===== src/rtl/upordown_counter.sv =====
// Synchronous up/down counter, wraps modulo 2^WIDTH in both directions.
// Optional terminal-count output Tc when UPORDOWN_TC_EN is defined.
module upordown_counter #(
  parameter int          WIDTH       = 4,
  parameter int unsigned RESET_VALUE = 0
) (
  input  logic             Clk,
  input  logic             reset,
  input  logic             UpOrDown,
  output logic [WIDTH-1:0] Count
`ifdef UPORDOWN_TC_EN
  ,
  output logic             Tc
`endif
);

  localparam logic [WIDTH-1:0] RST_V = WIDTH'(RESET_VALUE);

  // Declaration initializer gives a defined power-up value even without reset.
  logic [WIDTH-1:0] Count_q = RST_V;

  always_ff @(posedge Clk) begin
    if (reset)         Count_q <= RST_V;
    else if (UpOrDown) Count_q <= Count_q + 1'b1;
    else               Count_q <= Count_q - 1'b1;
  end

  assign Count = Count_q;

`ifdef UPORDOWN_TC_EN
  // High in the cycle before a wrap in the selected direction.
  assign Tc = !reset && (UpOrDown ? (&Count_q) : ~(|Count_q));
`endif

endmodule


===== config.mk =====
export PLATFORM = sky130hd
export DESIGN_NAME = upordown_counter
export DESIGN_NICKNAME = d
export VERILOG_FILES = /design/src/rtl/upordown_counter.sv
export SDC_FILE = /design/constraint.sdc
export NUM_CORES = 1
export LEC_CHECK = 0
export ABC_AREA = 1
export CORE_AREA = 5 5 42 44
export DETAILED_ROUTE_END_ITERATION = 7
export DIE_AREA = 0 0 47 49
export SYNTH_ARGS = -nofsm -noshare
export SYNTH_HDL_FRONTEND = slang
export SYNTH_SLANG_ARGS = --single-unit

===== constraint.sdc =====
create_clock -name Clk -period 1.52 [get_ports Clk]
set_clock_uncertainty 0.2 [all_clocks]
set_input_delay 0.304 -clock Clk [delete_from_list [all_inputs] [get_ports Clk]]
set_output_delay 0.304 -clock Clk [all_outputs]
set_load 0.02 [all_outputs]

* After elaboration in Yosys (flattened, before gate mapping)
Index checks and enable logic that the tools add are counted.
Widths: inputs -> output; s select.
** Storage, ports and cells
- Flip-flop bits (word level) :: 4
- Input bits :: 3
- Output and inout port bits :: 4
** Cells by class
- Add/sub/neg operators :: 2
- Multiplexer cells :: 1
** Operators by type and width (count)
- $add 4x1->4 const B :: 1
- $mux 4 :: 1
- $sub 4x1->4 const B :: 1

* Depth between registers and ports, before layout
Gate-level depths: netlist (run 1).
- Depth after elaboration :: 2
- Mapped depth :: 7
- Mapped depth without buffers :: 7

* Least setup slack after synthesis (run 1)
No wires, ideal clock.
- Path type :: register -> register
- From :: register Count_q[2] (netlist: Count[2])
- To :: register Count_q[3] (netlist: Count[3])
- Arrival :: 1121 ps
- Path slack :: 84 ps
- Cell stages (with the launch flop) :: 5
- Path buffers :: 0
- Period minus slack after synthesis :: 1436 ps
- Cells stage by stage :: dfxtp_1 ha_1 or2_1 a21oi_1 nor2_1
** Between the ends
- Cells in the longest elaborated chain, start to end :: 2
- Elaborated cells between the ends (all ways) :: 3
- Those cells by class :: 2 x add/sub; 1 x mux
** Ends and longest elaborated chain
- start: declaration :: line 20 : logic [WIDTH-1:0] Count_q = RST_V;
- start signal: assignment :: line 24 : else if (UpOrDown) Count_q <= Count_q + 1'b1;
- start signal: assignment :: line 25 : else Count_q <= Count_q - 1'b1;
- $sub 4x1->4 or $add 4x1->4 (tied branches) :: line 25, 24
- $mux 4 * :: line 24
Every way passes the cells marked *; elsewhere a longest branch is shown, timed or not.
A chain may end at the register's enable or synchronous reset.

* Worst setup path in the final report (run 1)
- From :: input UpOrDown
- To :: register Count_q[3] (netlist: Count[3])
** Between the ends
- Cells in the longest elaborated chain, start to end :: 1
** Ends and longest elaborated chain
- start: declaration :: line 9 : input logic UpOrDown,
- $mux 4 :: line 24
Every way passes these cells.

==> out/qor.yml, run 1 <==
drive_gt1_share_pct: 26.3
synth_edf_count: 0
die_width_microns: 47
ios: 7
synth_top_cell_area_share_pct: 37.9
dpl_worst_slack_ps: -435
grt_pass1_wl_microns: 772
power.internal_mw: 0.295
maxCapViolations: 0
total_power_mw: 0.430
whs_endpoint: "Count[0]"
totalWireLength_microns: 410
cp_max_fo: 4
powerDensity_nw_per_um2: 1260
drc: 0
cp.required_ps: 1440
synth_nets: 32
cts_tree: "built"
drv_slew: 0
ys_async_sr_fraction_pct: 0
outcome: "complete, no violations"
yosysTopAreaCell: "dfxtp_1"
relSlewSlack_pct: 85.8
fin_area_sq_um: 340
antenna_found_initial: 0
synth-main-ff-cell: "dfxtp_1"
die-area_sq_um: 2300
grt_setup_unrepaired: "false"
rows: 14
crit_family: "buffers and inverters"
cts.reportedPaths.clkPinSlew_ps: 40
crit_slowest_cell: "ha_1"
netlist_area_sq_um: 211
nNetsFinal: 46
layout_setup_ws_ps: 91.5
synth.avg_cell_area_sq_um: 8.13
post_drt_via_cell_ratio: 3.56
firstDrtPassIters: 1
p_leak_nw: 0.181
pwr-share-comb_pct: 39.6
slowest_delay_ps: 300
grt_use_total_pct: 4.86
path_buf_inv: 2
gp_congestion: 0.634
hold_slack_ps: 335
min_from: "Count[0]"
synth-seq-area-share_pct: 37.9
start_kind: "primary input"
stdcell_count: 54
clk-insertion-delay-late_ps: 230
setup_viol: 0
synth_area_leaders: "dfxtp_1, ha_1, nand2_1"
synth_cell_types: 10
ant_nets: 0
rr_worst_depth: 4
vias: 192
drtIter0Drc: 0
cts_made_buffers: 3
hold_path.class: "register to register"
netlist_instances: 26
post_cts_buffers: 0
coreArea_sq_um: 1400
synth.most_common_cell: "nand2_1"
grt_max_degree: 5
place_area_sq_um: 314
fp.dieH_microns: 49
arrival_ps: 1350
p_switching_mw: 0.135
initial_core_util_pct: 15.1
dp_hpwl_microns: 367
postCtsHoldBufs: 0
cts_resized: 8
worst_pin_slew_ps: 214
r2r_end: "Count[3]"
wl_per_cell_microns: 7.59
numPortBuffers: 6
grt_pass1_vias: 215
power.share.clock_pct: 29.2
fillerInstances: 168
root_buffer: "clkbuf_4"
ys_seq_elements: 4
min_period_ps: 1430
r2r-start: "Count[2]"
synth_common_cells: "nand2_1, nor2_1, dfxtp_1, inv_1, ha_1"
worst-r2r-setup-slack_ps: 180
overflow: 0
path_class: "primary input to register"
largest_reg_flops: 4
cp_cell_sequence: "dlygate4sd2_1 > inv_2 > ha_1 > or2_1 > a21oi_1 > nor2_1"
post-route-period-util_pct: 94.0
finalHoldViolations: 0
cts_sinks: 4
max_freq_ghz: 0.700
hold_depth: 2
p_seq_share_pct: 31.2
end_kind: "register"
area_growth_pct: 60.9
power.share.switching_pct: 31.4
cts_max_path_buffers: 2
insertedDiodeCount: 0
vdd_ir_drop_max_mv: 0.329
placed_cells: 51
ctsHtreeMaxLevel: 1
yosys_warnings: 0
layout make-up:
cell class,count,area (sq um),area share [%]
repair buffers,9,76.3,22.4
inverters,4,15.0,4.41
flip-flops and latches,4,80.1,23.5
clock buffers,3,22.5,6.62
well taps,16,20.0,5.88
multi-input cells,18,126,37.1
cell families after synthesis:
group | Yosys count | share of synthesized area (%)
buffers and inverters | 4 | 7.10
adder cells (fa/ha/maj) | 3 | 21.3
flip-flops | 4 | 37.9
AO/OA/AOI/OAI | 1 | 2.36
XOR/XNOR | 1 | 4.14
AND/OR/NAND/NOR | 13 | 27.2
power by group through the flow:
stage | Clock [mW] | Combinational, mW | Sequential, mW
floorplan | 0 | 0.0712 | 0.162
global placement | 0 | 0.169 | 0.136
detailed placement | 0 | 0.174 | 0.137
CTS | 0.135 | 0.175 | 0.135
global route | 0.148 | 0.193 | 0.137
finish | 0.126 | 0.170 | 0.134
tightest hold or removal path: cells and delay by family (launching register included):
| kind | cells | cell delay [ps] |
|---|---|---|
| buf+inv | 1 | 130 |
| simple gates | 1 | 40 |
| flops | 1 | 320 |
stage by stage:
stage	utilization, %	setup TNS, ps
2_1_floorplan	-	0
5_1_grt	24.3	0
6_report	24.3	0
3_3_place_gp	22.4	-1000
3_5_place_dp	22.4	-1070
4_1_cts	24.3	0
worst max-delay path by stage:
stage                     startpoint       end  slack [ps]  cells past startpoint
after floorplan             Count[2]  Count[3]          80                      4
after global placement      UpOrDown  Count[3]        -430                      6
after detailed placement    UpOrDown  Count[3]        -430                      6
after CTS                   UpOrDown  Count[3]         100                      6
after global routing        UpOrDown  Count[3]          40                      6
final                       UpOrDown  Count[3]          90                      6
layer usage:
metal  wire length, microns  track usage, %
met1                    141            3.74
met2                    232            8.14
met3                     36            2.58
met4                      0            4.15
met5                      0               0
placed cells by master (no fill, tap or decap):
| cell type | netlist | routed |
|---|---|---|
| a21oi_1 | 1 | 1 |
| buf_4 | 0 | 3 |
| clkbuf_4 | 0 | 3 |
| clkdlybuf4s50_1 | 0 | 1 |
| dfxtp_1 | 4 | 4 |
| dlygate4sd2_1 | 0 | 5 |
| fa_2 | 0 | 1 |
| ha_1 | 2 | 2 |
| inv_1 | 4 | 3 |
| inv_2 | 0 | 1 |
| nand2_1 | 6 | 6 |
| nand3_2 | 1 | 1 |
| nor2_1 | 5 | 5 |
| or2_1 | 1 | 1 |
| xnor2_2 | 0 | 1 |
Power figures use the tool's default switching activity.
==> run 2: changes to the inputs <==
Settings changed: HOLD_SLACK_MARGIN from default to 0.1.
==> results of run 2 <==
Final layout, timing and power as in run 1 (identical DEF).
